[src/rtl/rdn_weight_loader.sv]
// rtl/rdn_weight_loader.sv - RDN fixed-point weight loader (block fetch to neuron weight RAM writes)
//
// Streams every weight of layers A (15x401), B (30x15) and C (36x30) from
// 8-word memory blocks into the neuron array, one word per cycle.
// Each neuron starts on a fresh block; unused trailing words are dropped.
//
// Ports:
//   clk_i          system clock, rising edge
//   rst_i          synchronous active-high reset
//   go_i           start pulse; doubles as the request for the first block
//   mem_ready_i    one-cycle strobe: mem_data_i holds a new block
//   mem_data_i     8 x 64-bit block words; word i feeds weight offset i
//   weight_bus_o   weight being written
//   layer_sel_o    00 = A, 01 = B, 10 = C
//   neuron_sel_o   neuron index within the layer
//   weight_sel_o   weight index within the neuron
//   write_weight_o write strobe for weight_bus_o at the three selects
//   weight_valid_o whole network loaded (sticky)
//   req_mem_o      one-cycle request for the next block
//
// Option macro RDN_WLD_RELOAD_EN: when defined, go_i in DONE restarts a full
// load; otherwise DONE is left only through reset.

module rdn_weight_loader (
   input  logic        clk_i,
   input  logic        rst_i,
   input  logic        go_i,
   input  logic        mem_ready_i,
   input  logic [63:0] mem_data_i [7:0],
   output logic [63:0] weight_bus_o,
   output logic [1:0]  layer_sel_o,
   output logic [5:0]  neuron_sel_o,
   output logic [8:0]  weight_sel_o,
   output logic        write_weight_o,
   output logic        weight_valid_o,
   output logic        req_mem_o
);

   localparam logic [2:0] ST_IDLE  = 3'd0;
   localparam logic [2:0] ST_WAIT  = 3'd1;
   localparam logic [2:0] ST_WRITE = 3'd2;
   localparam logic [2:0] ST_REQ   = 3'd3;
   localparam logic [2:0] ST_DONE  = 3'd4;

   logic [2:0]  state_q, state_d;
   logic [1:0]  layer_q, layer_d;
   logic [5:0]  neuron_q, neuron_d;
   logic [8:0]  wsel_q, wsel_d;
   logic [63:0] wbuf_q [7:0];
   logic [63:0] wbuf_d [7:0];

   logic [63:0] bus_q, bus_d;
   logic [1:0]  lsel_q, lsel_d;
   logic [5:0]  nsel_q, nsel_d;
   logic [8:0]  osel_q, osel_d;
   logic        wr_q, wr_d;
   logic        valid_q, valid_d;
   logic        req_q, req_d;

   logic [8:0]  wlast;
   logic [5:0]  nlast;

   always_comb begin
      wlast = 9'd400;
      nlast = 6'd14;
      case (layer_q)
         2'd1:    begin wlast = 9'd14; nlast = 6'd29; end
         2'd2:    begin wlast = 9'd29; nlast = 6'd35; end
         default: begin wlast = 9'd400; nlast = 6'd14; end
      endcase
   end

   always_comb begin
      state_d  = state_q;
      layer_d  = layer_q;
      neuron_d = neuron_q;
      wsel_d   = wsel_q;
      wbuf_d   = wbuf_q;
      bus_d    = bus_q;
      lsel_d   = lsel_q;
      nsel_d   = nsel_q;
      osel_d   = osel_q;
      wr_d     = 1'b0;
      valid_d  = valid_q;
      req_d    = 1'b0;

      case (state_q)
         ST_IDLE: begin
            if (go_i) begin
               layer_d  = 2'd0;
               neuron_d = 6'd0;
               wsel_d   = 9'd0;
               valid_d  = 1'b0;
               state_d  = ST_WAIT;
            end
         end
         ST_WAIT: begin
            if (mem_ready_i) begin
               wbuf_d  = mem_data_i;
               state_d = ST_WRITE;
            end
         end
         ST_WRITE: begin
            // Neurons always start block-aligned, so the low weight-index
            // bits are the word offset inside the current block.
            wr_d   = 1'b1;
            bus_d  = wbuf_q[wsel_q[2:0]];
            lsel_d = layer_q;
            nsel_d = neuron_q;
            osel_d = wsel_q;
            wsel_d = wsel_q + 9'd1;
            if (wsel_q[2:0] == 3'd7 || wsel_q == wlast) begin
               state_d = ST_REQ;
               if (wsel_q == wlast) begin
                  wsel_d   = 9'd0;
                  neuron_d = neuron_q + 6'd1;
                  if (neuron_q == nlast) begin
                     neuron_d = 6'd0;
                     layer_d  = layer_q + 2'd1;
                     if (layer_q == 2'd2) begin
                        state_d = ST_DONE;
                     end
                  end
               end
            end
         end
         ST_REQ: begin
            req_d   = 1'b1;
            state_d = ST_WAIT;
         end
         ST_DONE: begin
            valid_d = 1'b1;
`ifdef RDN_WLD_RELOAD_EN
            if (go_i) begin
               layer_d  = 2'd0;
               neuron_d = 6'd0;
               wsel_d   = 9'd0;
               valid_d  = 1'b0;
               state_d  = ST_WAIT;
            end
`endif
         end
         default: state_d = ST_IDLE;
      endcase
   end

   always_ff @(posedge clk_i) begin
      if (rst_i) begin
         state_q  <= ST_IDLE;
         layer_q  <= 2'd0;
         neuron_q <= 6'd0;
         wsel_q   <= 9'd0;
         bus_q    <= 64'd0;
         lsel_q   <= 2'd0;
         nsel_q   <= 6'd0;
         osel_q   <= 9'd0;
         wr_q     <= 1'b0;
         valid_q  <= 1'b0;
         req_q    <= 1'b0;
      end else begin
         state_q  <= state_d;
         layer_q  <= layer_d;
         neuron_q <= neuron_d;
         wsel_q   <= wsel_d;
         bus_q    <= bus_d;
         lsel_q   <= lsel_d;
         nsel_q   <= nsel_d;
         osel_q   <= osel_d;
         wr_q     <= wr_d;
         valid_q  <= valid_d;
         req_q    <= req_d;
      end
   end

   // Block buffer is only read after a fresh latch, so it needs no reset.
   always_ff @(posedge clk_i) begin
      wbuf_q <= wbuf_d;
   end

   assign weight_bus_o   = bus_q;
   assign layer_sel_o    = lsel_q;
   assign neuron_sel_o   = nsel_q;
   assign weight_sel_o   = osel_q;
   assign write_weight_o = wr_q;
   assign weight_valid_o = valid_q;
   assign req_mem_o      = req_q;

endmodule

[config.mk]
export PLATFORM = sky130hd
export DESIGN_NAME = rdn_weight_loader
export DESIGN_NICKNAME = d
export VERILOG_FILES = /design/src/rtl/rdn_weight_loader.sv
export SDC_FILE = /design/constraint.sdc
export NUM_CORES = 1
export LEC_CHECK = 0
export BUFFER_PORTS_ARGS = -buffer_cell sky130_fd_sc_hd__buf_2
export CORE_MARGIN = 10
export CORE_UTILIZATION = 40
export DETAILED_ROUTE_END_ITERATION = 10
export MAX_ROUTING_LAYER = met4
export PLACE_DENSITY = 0.6
export SLEW_MARGIN = 15
export SYNTH_ARGS = -nofsm -noshare
export SYNTH_HDL_FRONTEND = slang
export SYNTH_SLANG_ARGS = --single-unit
[constraint.sdc]
create_clock -name clk_i -period 55.6 [get_ports clk_i]
set_clock_uncertainty 0.05 [all_clocks]
set_input_delay 5.56 -clock clk_i [delete_from_list [all_inputs] [get_ports clk_i]]
set_output_delay 5.56 -clock clk_i [all_outputs]
set_load 0.05 [all_outputs]
Word-level counts from Yosys, hierarchy flattened. Index checks and enable logic that the tools add are counted.

Word-level logic and storage cells: 77. Output and inout port bits: 84. Input bits: 516. Register bits after elaboration: 616.

Bitwise logic cells: 1. Add/subtract/negate cells: 3. Reduce and logical (&&, ||, !) cells: 10. Multiplexer cells: 29. Magnitude comparators: 1. Equal/unequal tests: 14.

Operators by type and width (number): $bmux W64 S3 (1); $mux W64 (1); $pmux W9 S2 (2); $mux W9 (3); $mux W6 (4); $pmux W6 S2 (2); $mux W3 (6); $pmux W3 S5 (1); $ne A2 B2 Y1 const B (5); $add A9 B1 Y9 const B (1); $eq A9 B9 Y1 (1); $mux W2 (4); $reduce_and A4 Y1 (2); $add A6 B1 Y6 const B (1); $eq A3 B2 Y1 const B (2); $eq A3 B3 Y1 const B (2); $eq A6 B6 Y1 (1); $reduce_and A2 Y1 (3); $reduce_and A5 Y1 (1); $lt A3 B4 Y1 const B (1); $pmux W2 S2 (1); $reduce_bool A2 Y1 (2); $eq A3 B1 Y1 const B (1); $logic_not A3 Y1 (1); 7 further kinds (9).

Depth between registers and ports, before layout.
Depth in word-level cells: 7. Mapped depth: 8. Gate-level depth less buffers: 7.

Worst setup path after synthesis. OpenSTA, ideal clock, no wires.

Kind: input to register. Start: input mem_ready_i. End: register wbuf_q[0] (netlist name) (enable). Cell stages on the path: 2. Arrival time: 40004 ps. Setup time: 2015 ps. Data required time: 53535 ps. Path buffers: 0. Slack: 13531 ps. Path through: nand2_1 nor3_1.

Word-level cells in the longest chain between the ends: 1.

RTL lines: start: declaration (line 28) `input logic mem_ready_i,`; $reduce_and A2 Y1 (no line); end signal: assignment (line 177) `wbuf_q <= wbuf_d;`; end: declaration (line 49) `logic [63:0] wbuf_q [7:0];`.

Every way passes these cells. A chain may end at the register's enable or synchronous reset.

Worst setup path after layout.
Start: input mem_ready_i. End: register wbuf_q[166] (netlist name) (enable).

The elaborated chain is that of the path after synthesis.

==> out/results.ini <==
[clock_network]
post_cts.repair.setup_buffers=0
tritoncts=built
clock_latency_ns=0.59
clock-sinks=616
h-tree-depth=3
cts_buffer_depth=3
cts_buffers=67
hold_buffers=0
cts_root_buffer=clkbuf_16
cts.repair.resized=0
clkSlewWorstSetupHoldPaths_ns=0.06

[synth]
synth_compound_area_share_pct=3.72
synth-seq-cells=616
netlist_instances=1189
synth_common_cells=edfxtp_1 (512), mux4_2 (128), dfxtp_1 (104)
yosysTopAreaCellShare_pct=66.7
synth_cell_types=49
synthMuxAreaShare_pct=15.4
ys_top_cells_by_area=edfxtp_1 (67%), mux4_2 (13%), dfxtp_1 (9.0%)
yosys.area_share.simple_pct=3.37
synthAdderAreaFrac_pct=0.326
yosysSeqAreaShare_pct=75.7
syn_area_per_cell_sq_um=19.4
synthXorXnorAreaFrac_pct=0.152
yosys.area.top_type=edfxtp_1
synth_area_sq_um=23100
synth_flop_cell=edfxtp_1
synthArstFlopShare_pct=0
synth.most_common_cell=edfxtp_1
synth_top_family_by_area=multiplexers
synth_nets=1711
synth_warnings=0
synth_edf_count=512

[critical_path]
endpoint_kind=flop
critPathLaunch=mem_ready_i
critPathKind=primary input to flop
cp-start-kind=primary input
cp.arrival_ns=8.22
required_ns=55.77
reg2reg_slack_ns=51.72
rr_startpoint=wsel_q[1]
path_max_fanout=178

[global_route]
antenna_found_initial=11
grt_pass1_wl_um=93200
grt_pass1_vias=14436
gr-total-overflow=0
grt_max_degree=186
grt_usage_pct=19.1

[place]
dpl_worst_slack_ns=46.76
placed_area_sq_um=26900
place.gp.congestion=0.836
portBuffers=599
place.detailed.hpwl_um=45400

[drt]
drc=0
drt_pass1_iterations=5
vias=13446
routedWlPerCell_um=24.5
ant_nets=0
wl_um=64000
initialDrtViolationCount=1050
via_per_inst=5.14

[run]
cap_viol_max_count=0

[timing]
max-slew-margin-rel_pct=20.7
rsz0062_at_grt=no
fin_crit_sh_pct=14.5
drv_slew=0
timing.fmax_mhz=124
worstMarginPinSlew_ns=1.19
hold_slack_ns=0.403
hold_viol=0
setup_tns_ns=0
setup_violations=0
setup_ws_ns=47.55
fin_crit_ns=8.05

[power_and_ir_drop]
ir_drop_mv=0.0294
power_frac_seq_pct=51.5
power.share.clock_pct=38.5
p_sw_uw=255
combPwrFrac_pct=10.0
p_sw_share_pct=23.6
p_per_area_nw_per_um2=37.3
p_int_uw=826
power.leakage_uw=0.0103

[floorplanning]
die_y_um=260
initial_core_util_pct=40.7
pin_count=600
die_area_sq_um=67600
row_count=87
die_w_um=260
core_sq_um=56700

[finish]
finalInstanceArea_sq_um=28900
nets=2319
area_growth_pct=25.5
drive_above_1_share_pct=45.5

[status]
outcome=finished, final reports clean

[min_path]
hp-class=flop to flop
hp-start=layer_sel_o[1]

-- path summary, 6_finish.rpt --
path,end,cells past startpoint
min reg2reg,layer_sel_o[1],2
min,layer_sel_o[1],2
max reg2reg,wsel_q[8],8
max,wbuf_q[166],6
-- state kept, by name (all words and copies together) (netlist names) --
signal / cells
layer_q: 2
wbuf_q: 512
write_weight_o: 1
wsel_q: 9
state_q: 3
req_mem_o: 1
weight_sel_o: 9
weight_bus_o: 64
neuron_q: 6
neuron_sel_o: 6
layer_sel_o: 2
weight_valid_o: 1
-- cell families after synthesis --
kind of cell	after synthesis
simple gates	169
fa+ha+maj	6
xor+xnor	4
compound gates	121
flops	616
buf+inv	78
mux	195
-- layer usage --
metal / vias up / share of wire, % / GRT usage (%)
met5: - / 0 / -
met4: 0 / 1.9 / 4.96
met3: 89 / 7.9 / 5.22
met2: 598 / 51 / 31.7
met1: 6704 / 39 / 22.8
li1: 6055 / - / -
-- worst max-delay path, stage by stage --
cell and delay [ns]:
buf_2 0.09, nand2_1 0.07, nor3_2 0.12, buf_4 0.61, buf_12 0.62, buf_6 0.71
-- power by group through the flow --
stage	Combinational [uW]	Sequential, uW	Clock (uW)
6_report	108	556	417
5_1_grt	117	560	446
3_5_place_dp	110	566	0
3_3_place_gp	108	564	0
4_1_cts	110	557	428
2_1_floorplan	53.9	625	0
-- area by class of cell --
cell class | count | area, sq um
sequential | 616 | 17500
clock inverter | 25 | 180
inverter | 5 | 18.8
tap | 756 | 946
antenna | 13 | 32.5
timing repair buffer | 612 | 3130
multi-input combinational | 495 | 5310
clock buffer | 95 | 1860
fill | 4707 | 27800
-- layout by cell type (no fill, tap or decap), types with 28 or more instances in the layout --
master     Yosys  routed
a211oi_1      65      65
a21oi_1       28      28
buf_2          7     598
clkbuf_16      0      68
dfxtp_1      104     101
edfxtp_1     512     512
mux2i_1       67      67
mux4_2       128     128
nand2_1       46      46
nor2_1        75      75
-- metrics by stage --
step           total power [uW]  util (%)  instances
2_1_floorplan               679         -       1189
3_3_place_gp                673      47.4       2484
3_5_place_dp                676      47.4       2484
4_1_cts                    1100      51.0       2604
5_1_grt                    1120      51.0       2614
6_report                   1080      51.0       2617
No activity file was read; power rests on OpenSTA's default activity.
